## config.mk

```make
export PLATFORM = sky130hd
export DESIGN_NAME = data_cache_flat
export DESIGN_NICKNAME = d
export VERILOG_FILES = /design/src/rtl/data_cache_pkg.sv /design/src/rtl/data_cache_if.sv /design/src/rtl/data_cache_load_extend.sv /design/src/rtl/data_cache.sv /design/src/flat_wrapper.sv
export SDC_FILE = /design/constraint.sdc
export NUM_CORES = 2
export LEC_CHECK = 0
export CAP_MARGIN = 20
export CORE_UTILIZATION = 65
export CTS_CLUSTER_SIZE = 20
export DETAILED_ROUTE_END_ITERATION = 8
export DONT_BUFFER_PORTS = 1
export PLACE_DENSITY = 0.92
export REMOVE_ABC_BUFFERS = 1
export SLEW_MARGIN = 5
export SYNTH_ARGS = -nofsm -noshare
export SYNTH_HDL_FRONTEND = slang
export SYNTH_SLANG_ARGS = --single-unit
```

## constraint.sdc

```tcl
create_clock -name clk -period 46.3 [get_ports clk]
set_input_delay 9.26 -clock clk [delete_from_list [all_inputs] [get_ports clk]]
set_output_delay 9.26 -clock clk [all_outputs]
set_load 0.02 [all_outputs]
```

## src/rtl/data_cache_pkg.sv

```systemverilog
// Shared types and constants for the direct-mapped write-through data cache.
// Load/store funct3 encodings mirror the MEM-stage memcontrol field.
package data_cache_pkg;

  typedef enum logic {
    IDLE = 1'b0,
    FILL = 1'b1
  } state_e;

  localparam logic [2:0] MC_LB  = 3'b000;
  localparam logic [2:0] MC_LH  = 3'b001;
  localparam logic [2:0] MC_LW  = 3'b010;
  localparam logic [2:0] MC_LBU = 3'b100;
  localparam logic [2:0] MC_LHU = 3'b101;

  localparam logic [2:0] MC_SB  = 3'b000;
  localparam logic [2:0] MC_SH  = 3'b001;
  localparam logic [2:0] MC_SW  = 3'b010;

  localparam logic [31:0] DEADBEEF = 32'hdeadbeef;

  function automatic logic is_load_mc(logic [2:0] mc);
    return mc inside {MC_LB, MC_LH, MC_LW, MC_LBU, MC_LHU};
  endfunction

  function automatic logic is_store_mc(logic [2:0] mc);
    return mc inside {MC_SB, MC_SH, MC_SW};
  endfunction

endpackage

```

## src/rtl/data_cache_if.sv

```systemverilog
// MEM-stage request bus plus the data_mem side port of the cache.
// master = pipeline and memory environment, slave = the cache itself.
interface data_cache_if #(
  parameter int ADDRESS_WIDTH = 32,
  parameter int DATA_WIDTH    = 32
);

  logic [ADDRESS_WIDTH-1:0] a;
  logic                     re;
  logic                     we;
  logic [DATA_WIDTH-1:0]    writedata;
  logic [2:0]               memcontrol;
  logic [DATA_WIDTH-1:0]    readdata;
  logic                     stall;

  logic [ADDRESS_WIDTH-1:0] mem_a;
  logic                     mem_we;
  logic [DATA_WIDTH-1:0]    mem_writedata;
  logic [2:0]               mem_memcontrol;
  logic [DATA_WIDTH-1:0]    mem_readdata;

  logic [31:0]              hit_count;
  logic [31:0]              miss_count;

  modport master (
    output a, re, we, writedata, memcontrol,
    output mem_readdata,
    input  readdata, stall,
    input  mem_a, mem_we, mem_writedata, mem_memcontrol,
    input  hit_count, miss_count
  );

  modport slave (
    input  a, re, we, writedata, memcontrol,
    input  mem_readdata,
    output readdata, stall,
    output mem_a, mem_we, mem_writedata, mem_memcontrol,
    output hit_count, miss_count
  );

endinterface

```

## src/rtl/data_cache_load_extend.sv

```systemverilog
// Byte/half/word lane select and sign/zero extension of a cached word.
// Unknown memcontrol codes produce the DEADBEEF marker.
module load_extend
  import data_cache_pkg::*;
(
  input  logic [31:0] word,
  input  logic [1:0]  off,
  input  logic [2:0]  mc,
  output logic [31:0] data
);

  logic [7:0]  b;
  logic [15:0] h;

  always_comb begin
    b = word[{off, 3'b000} +: 8];
    h = off[1] ? word[31:16] : word[15:0];
    unique case (mc)
      MC_LB:   data = {{24{b[7]}}, b};
      MC_LH:   data = {{16{h[15]}}, h};
      MC_LW:   data = word;
      MC_LBU:  data = {24'h0, b};
      MC_LHU:  data = {16'h0, h};
      default: data = DEADBEEF;
    endcase
  end

endmodule

```

## src/rtl/data_cache.sv

```systemverilog
// Direct-mapped, write-through, no-write-allocate data cache, one word/line.
// Load hits answer combinationally; load misses stall for a one-cycle fill.
module data_cache
  import data_cache_pkg::*;
#(
  parameter int ADDRESS_WIDTH = 32,
  parameter int DATA_WIDTH    = 32,
  parameter int BYTE_WIDTH    = 8,
  parameter int SETS          = 8
) (
  input logic       clk,
  input logic       rst,
  data_cache_if.slave bus
);

  localparam int IDX_W  = $clog2(SETS);
  localparam int TAG_W  = ADDRESS_WIDTH - 2 - IDX_W;
  localparam int HALF_W = 2 * BYTE_WIDTH;

  typedef logic [IDX_W-1:0]         idx_t;
  typedef logic [TAG_W-1:0]         tag_t;
  typedef logic [DATA_WIDTH-1:0]    word_t;
  typedef logic [ADDRESS_WIDTH-1:0] addr_t;

  state_e      state_q, state_d;
  addr_t       fill_a_q, fill_a_d;
  logic        replay_q, replay_d;
  logic [31:0] hit_cnt_q, hit_cnt_d;
  logic [31:0] miss_cnt_q, miss_cnt_d;

  logic valid_q [SETS];
  logic valid_d [SETS];
  tag_t tag_q   [SETS];
  tag_t tag_d   [SETS];
  word_t data_q [SETS];
  word_t data_d [SETS];

  idx_t  idx, fill_idx;
  tag_t  tag, fill_tag;
  logic  hit, is_st, is_ld, ld_ok, st_ok;
  logic  ld_hit, ld_miss;
  word_t hit_word, hit_data;

  assign idx      = bus.a[2 +: IDX_W];
  assign tag      = bus.a[2+IDX_W +: TAG_W];
  assign fill_idx = fill_a_q[2 +: IDX_W];
  assign fill_tag = fill_a_q[2+IDX_W +: TAG_W];

  assign hit      = valid_q[idx] && (tag_q[idx] == tag);
  assign hit_word = data_q[idx];

  assign is_st = bus.we;
  assign is_ld = bus.re && !bus.we;
  assign ld_ok = is_load_mc(bus.memcontrol);
  assign st_ok = is_store_mc(bus.memcontrol);

  assign ld_hit  = (state_q == IDLE) && is_ld && ld_ok && hit;
  assign ld_miss = (state_q == IDLE) && is_ld && ld_ok && !hit;

  load_extend u_ext (
    .word (hit_word),
    .off  (bus.a[1:0]),
    .mc   (bus.memcontrol),
    .data (hit_data)
  );

  function automatic word_t merge(
    word_t      old,
    word_t      wd,
    logic [1:0] off,
    logic [2:0] mc
  );
    word_t w;
    w = old;
    unique case (mc)
      MC_SB:   w[int'(off)*BYTE_WIDTH +: BYTE_WIDTH] = wd[BYTE_WIDTH-1:0];
      MC_SH:   w[int'(off[1])*HALF_W +: HALF_W] = wd[HALF_W-1:0];
      MC_SW:   w = wd;
      default: w = old;
    endcase
    return w;
  endfunction

  always_ff @(posedge clk or posedge rst) begin
    if (rst) state_q <= IDLE;
    else     state_q <= state_d;
  end

  always_comb begin
    state_d = state_q;
    unique case (state_q)
      IDLE:    if (ld_miss) state_d = FILL;
      FILL:    state_d = IDLE;
      default: state_d = IDLE;
    endcase
  end

  always_comb begin
    bus.readdata       = '0;
    bus.stall          = 1'b0;
    bus.mem_a          = bus.a;
    bus.mem_we         = 1'b0;
    bus.mem_writedata  = bus.writedata;
    bus.mem_memcontrol = bus.memcontrol;
    unique case (state_q)
      IDLE: begin
        if (is_st) begin
          bus.mem_we = 1'b1;
        end else if (is_ld) begin
          if (!ld_ok)   bus.readdata = DEADBEEF;
          else if (hit) bus.readdata = hit_data;
          else          bus.stall    = 1'b1;
        end
      end
      FILL: begin
        bus.stall          = 1'b1;
        bus.mem_a          = fill_a_q;
        bus.mem_memcontrol = MC_LW;
      end
      default: ;
    endcase
    // Reset must not leak a stall or a stray store onto the bus.
    if (rst) begin
      bus.stall  = 1'b0;
      bus.mem_we = 1'b0;
    end
  end

  always_comb begin
    valid_d    = valid_q;
    tag_d      = tag_q;
    data_d     = data_q;
    fill_a_d   = fill_a_q;
    replay_d   = (state_q == FILL);
    hit_cnt_d  = hit_cnt_q;
    miss_cnt_d = miss_cnt_q;
    if (state_q == FILL) begin
      valid_d[fill_idx] = 1'b1;
      tag_d[fill_idx]   = fill_tag;
      data_d[fill_idx]  = bus.mem_readdata;
    end else if (is_st && st_ok && hit) begin
      data_d[idx] = merge(hit_word, bus.writedata,
                          bus.a[1:0], bus.memcontrol);
    end
    if (ld_miss) begin
      fill_a_d   = {bus.a[ADDRESS_WIDTH-1:2], 2'b00};
      miss_cnt_d = miss_cnt_q + 32'd1;
    end
    // The replayed access after a fill is not a fresh hit.
    if (ld_hit && !replay_q) hit_cnt_d = hit_cnt_q + 32'd1;
  end

  always_ff @(posedge clk or posedge rst) begin
    if (rst) begin
      for (int i = 0; i < SETS; i++) begin
        valid_q[i] <= 1'b0;
        tag_q[i]   <= '0;
        data_q[i]  <= '0;
      end
      fill_a_q   <= '0;
      replay_q   <= 1'b0;
      hit_cnt_q  <= '0;
      miss_cnt_q <= '0;
    end else begin
      for (int i = 0; i < SETS; i++) begin
        valid_q[i] <= valid_d[i];
        tag_q[i]   <= tag_d[i];
        data_q[i]  <= data_d[i];
      end
      fill_a_q   <= fill_a_d;
      replay_q   <= replay_d;
      hit_cnt_q  <= hit_cnt_d;
      miss_cnt_q <= miss_cnt_d;
    end
  end

  assign bus.hit_count  = hit_cnt_q;
  assign bus.miss_count = miss_cnt_q;

endmodule

```

## src/flat_wrapper.sv

```systemverilog
// flat-port wrapper written by rule: the top's interface ports become plain ports
module data_cache_flat import data_cache_pkg::*;
#(
  parameter int ADDRESS_WIDTH = 32,
  parameter int DATA_WIDTH    = 32,
  parameter int BYTE_WIDTH    = 8,
  parameter int SETS          = 8
)
  (clk, rst, bus_a, bus_re, bus_we, bus_writedata, bus_memcontrol, bus_mem_readdata, bus_readdata, bus_stall, bus_mem_a, bus_mem_we, bus_mem_writedata, bus_mem_memcontrol, bus_hit_count, bus_miss_count);
  data_cache_if #(.ADDRESS_WIDTH(ADDRESS_WIDTH), .DATA_WIDTH(DATA_WIDTH)) bus_i ();
  input logic clk;
  input logic rst;
  input wire logic [$bits(bus_i.a)-1:0] bus_a;
  input wire logic [$bits(bus_i.re)-1:0] bus_re;
  input wire logic [$bits(bus_i.we)-1:0] bus_we;
  input wire logic [$bits(bus_i.writedata)-1:0] bus_writedata;
  input wire logic [$bits(bus_i.memcontrol)-1:0] bus_memcontrol;
  input wire logic [$bits(bus_i.mem_readdata)-1:0] bus_mem_readdata;
  output wire logic [$bits(bus_i.readdata)-1:0] bus_readdata;
  output wire logic [$bits(bus_i.stall)-1:0] bus_stall;
  output wire logic [$bits(bus_i.mem_a)-1:0] bus_mem_a;
  output wire logic [$bits(bus_i.mem_we)-1:0] bus_mem_we;
  output wire logic [$bits(bus_i.mem_writedata)-1:0] bus_mem_writedata;
  output wire logic [$bits(bus_i.mem_memcontrol)-1:0] bus_mem_memcontrol;
  output wire logic [$bits(bus_i.hit_count)-1:0] bus_hit_count;
  output wire logic [$bits(bus_i.miss_count)-1:0] bus_miss_count;
  assign bus_i.a = bus_a;
  assign bus_i.re = bus_re;
  assign bus_i.we = bus_we;
  assign bus_i.writedata = bus_writedata;
  assign bus_i.memcontrol = bus_memcontrol;
  assign bus_i.mem_readdata = bus_mem_readdata;
  assign bus_readdata = bus_i.readdata;
  assign bus_stall = bus_i.stall;
  assign bus_mem_a = bus_i.mem_a;
  assign bus_mem_we = bus_i.mem_we;
  assign bus_mem_writedata = bus_i.mem_writedata;
  assign bus_mem_memcontrol = bus_i.mem_memcontrol;
  assign bus_hit_count = bus_i.hit_count;
  assign bus_miss_count = bus_i.miss_count;
  data_cache #(.ADDRESS_WIDTH(ADDRESS_WIDTH), .DATA_WIDTH(DATA_WIDTH), .BYTE_WIDTH(BYTE_WIDTH), .SETS(SETS)) u_core (.clk(clk), .rst(rst), .bus(bus_i));
endmodule
```

==> impl_results.md <==
- Max-slew violations: 0
- Initial Util: around two thirds
- Initial DRC count: ~6400
- H-tree depth: 2
- Max-Cap Viols: 0
- Mapped Avg Cell Area: roughly 8.8 um2
- Crit path cell chain: inv_2 -> buf_4 -> mux2i_1 -> xor2_1 -> nand4_1 -> or4_1 -> and4bb_2 -> buf_4 -> o31ai_1 -> a21oi_1
- Slew at the pin with the worst max-slew slack: between 1 and 1.5 ns
- Peak Freq: 0.0447 GHz
- Max stage delay on crit path: 0.74 ns
- Placement Rows: 83
- Largest net degree at the start of global routing: about 180
- Fin area: between 30000 and 40000 um2
- CP dominant cell by count: buf_4
- Max VDD drop: 0.0365 mV
- Worst Path Arrival: between 10 and 15 ns
- CP max FO: between 50 and 60
- Routed wire length: 117000 um
- CP delay by family, top: buffers and inverters
- Max clock buf depth: 3
- Yosys reg bits: ~580
- Critical path type: in -> out
- CP Capture Type: output port
- Routed WL per cell: between 20 and 30 um
- Final setup fails: 0
- Critical Path Source Type: primary input
- Distinct cells, synth: 68
- Detailed placement HPWL: ~64000 um
- Post-CTS Hold Buffers: 0
- Nets: about 3700
- Sequential area share after synthesis: between 40% and 50%
- Syn Std Cell Area: about 34000 um2
- Post-CTS sizing: 0
- Total number of vias: around 32000
- Placed insts: between 4000 and 5000
- CP bufs+invs: 3
- Final Cycle Share: between 40% and 50%
- Power per cell area: 45.0 nW/um2
- RSZ-0062 raised after global routing: false
- Post-Syn Instances: a little under 4000
- Worst-path clk slew: approximately 0.060 ns
- # IOs: about 270
- Clock sinks: approximately 580
- Most frequent cells in the layout: nand2_1, dfrtp_1, nor2_1
- Ys async rst share: 100%
- Die area: around 54000 um2
- Post-CTS Setup Bufs: 0
- Final Hold Viols: 0
- Global-route wire length before repair: ~180000 um
- Final setup TNS: 0 ns
- Worst Clk Skew: about 0.026 ns
- Syn. warnings: 0
- CP max-delay cell: buf_4
- Initial antenna violation count: 3
- Final ANT Viol Nets: 0
- Root Driver: clkbuf_16
- Rel. slew slack: ~5.2%
- Number of buffers created by CTS: approximately 60
- Core area: a little over 50000 um2
- Synth Area in Adders: 0.255%
- Skew-Pair Late Insertion Delay: roughly 0.65 ns
- Area growth, synth to finish: 4.24%
- Final min period: between 20 and 25 ns
- Synth Area in XOR/XNOR: 2.11%
- Layout cells sized above 1: approximately 14%
- DR DRC count: 12
- Largest family of logic cells by synthesized area: simple AND/OR/NAND/NOR gates
- Placed inst area: 33800 um2
- Die Wd: between 200 and 250 um
- I/O Buffers: 0
- Simple-Gate Fraction of Synth Area: between 20 and 30%
- Share of the synthesized area in the top cell type: a little over two fifths
- CP Data Required Time: 37.04 ns
- Worst hold path type: reg -> reg
- Vias/cell: ~7.4
- Post-synthesis mux area share: under 10%
- Layout Cells excl Fill: roughly 4300
- Synth Area in Compound Gates: 14.7%
- Most common cell after layout, fill and taps aside: nand2_1
- Failing checks: DRC
- DRT Pass-1 Iters: 9
- Status: complete, but fails checks
- Top cells by area, synth: dfrtp_1, nand2_1, a22oi_1
- Grt total ovfl: 0
- Final Wtd Congestion: 0.946
- Total global-route track usage: 42.8%
- Post-synth EDFFs: 0
- Die height: between 200 and 250 um
- Cell taking the most area after synthesis: dfrtp_1
- Synth Flop Type: dfrtp_1
- Vias in the first global route: 32000
- Leak pwr: roughly 15 nW
- CTS tree: built
==> worst min-delay path, stage by stage (launching register included) <==
cell and delay, ns:
dfrtp_1 0.34, nand2_1 0.05, nand2_1 0.05
==> sequential cells by signal, summed over array words and instances, names as in the netlist <==
| register | flops |
|---|---|
| u_core.data_q | 256 |
| u_core.tag_q | 216 |
| u_core.bus.hit_count | 32 |
| u_core.bus.miss_count | 32 |
| u_core.fill_a_q | 30 |
| u_core.valid_q | 8 |
| u_core.replay_d | 1 |
| u_core.replay_q | 1 |
==> layout make-up <==
cell class	count	area (um2)
clock buffers	84	1710
well taps	680	851
clock inverters	20	233
flip-flops and latches	576	14400
inverters	26	105
diodes	3	7.51
repair buffers	62	551
multi-input cells	2895	18000
fillers	3609	16000
==> Yosys cell counts, drive strengths merged, types with 7 or more instances <==
master,number
nor4,269
nand3,41
dfrtp,576
a221oi,15
a22o,24
inv,25
xnor2,36
o22a,9
ha,7
nor2,367
buf,179
and3,16
nand2,978
mux2i,90
nand4,23
nand2b,15
nor3,30
or2,7
o221ai,22
or3,7
mux2,116
o21ai,285
a222oi,16
xor2,47
mux4,45
nor2b,9
a21oi,61
clkbuf,246
a22oi,294
==> power breakdown <==
part	internal, mW	switching (mW)	leakage [nW]
Sequential	0.638	0.108	7.66
Clock	0.279	0.215	0.963
Combinational	0.155	0.218	6.43
==> final timing paths <==
check | cells after the start | endpoint | slack, ns | from
worst max register to register | 11 | u_core.data_q[199]$_DFFE_PP0P_ | 40.62 | u_core.tag_q[73]$_DFFE_PP0P_
min in group asynchronous | 1 | u_core.bus.hit_count[31]$_DFFE_PP0P_ | 8.62 | rst
max in group asynchronous | 4 | u_core.tag_q[164]$_DFFE_PP0P_ | 34.62 | rst
worst min-delay path | 2 | u_core.tag_q[45]$_DFFE_PP0P_ | 0.48 | u_core.tag_q[45]$_DFFE_PP0P_
worst max-delay path | 10 | bus_readdata[0] | 23.91 | bus_a[3]
worst min register to register | 2 | u_core.tag_q[45]$_DFFE_PP0P_ | 0.48 | u_core.tag_q[45]$_DFFE_PP0P_
==> stage by stage <==
step / total power, mW / setup slack, ns / hold WS, ns / utilization, %
floorplan: 0.978 / 20.47 / 0.429 / -
global placement: 1.07 / 24.24 / 0.444 / 65.3
detailed placement: 1.09 / 24.16 / 0.450 / 65.3
CTS: 1.59 / 24.08 / 0.478 / 69.0
global route: 1.67 / 23.90 / 0.496 / 69.2
finish: 1.61 / 23.91 / 0.479 / 69.2
==> routing by layer <==
layer	part of all wire [%]	GRT usage, %	up-vias
met3	16	16.0	814
met1	33	52.0	15200
met2	44	63.3	3002
li1	-	-	13200
met5	0	0	-
met4	7.6	29.3	0
==> cell families (layout without fill, tap and decap cells) <==
group,after synthesis,after routing
AO/OA/AOI/OAI,766,766
XOR/XNOR,83,83
adder cells (fa/ha/maj),7,7
buffers and inverters,451,192
flip-flops,576,576
multiplexers,251,251
other,0,3
AND/OR/NAND/NOR,1788,1788
Power figures use the tool's default switching activity.
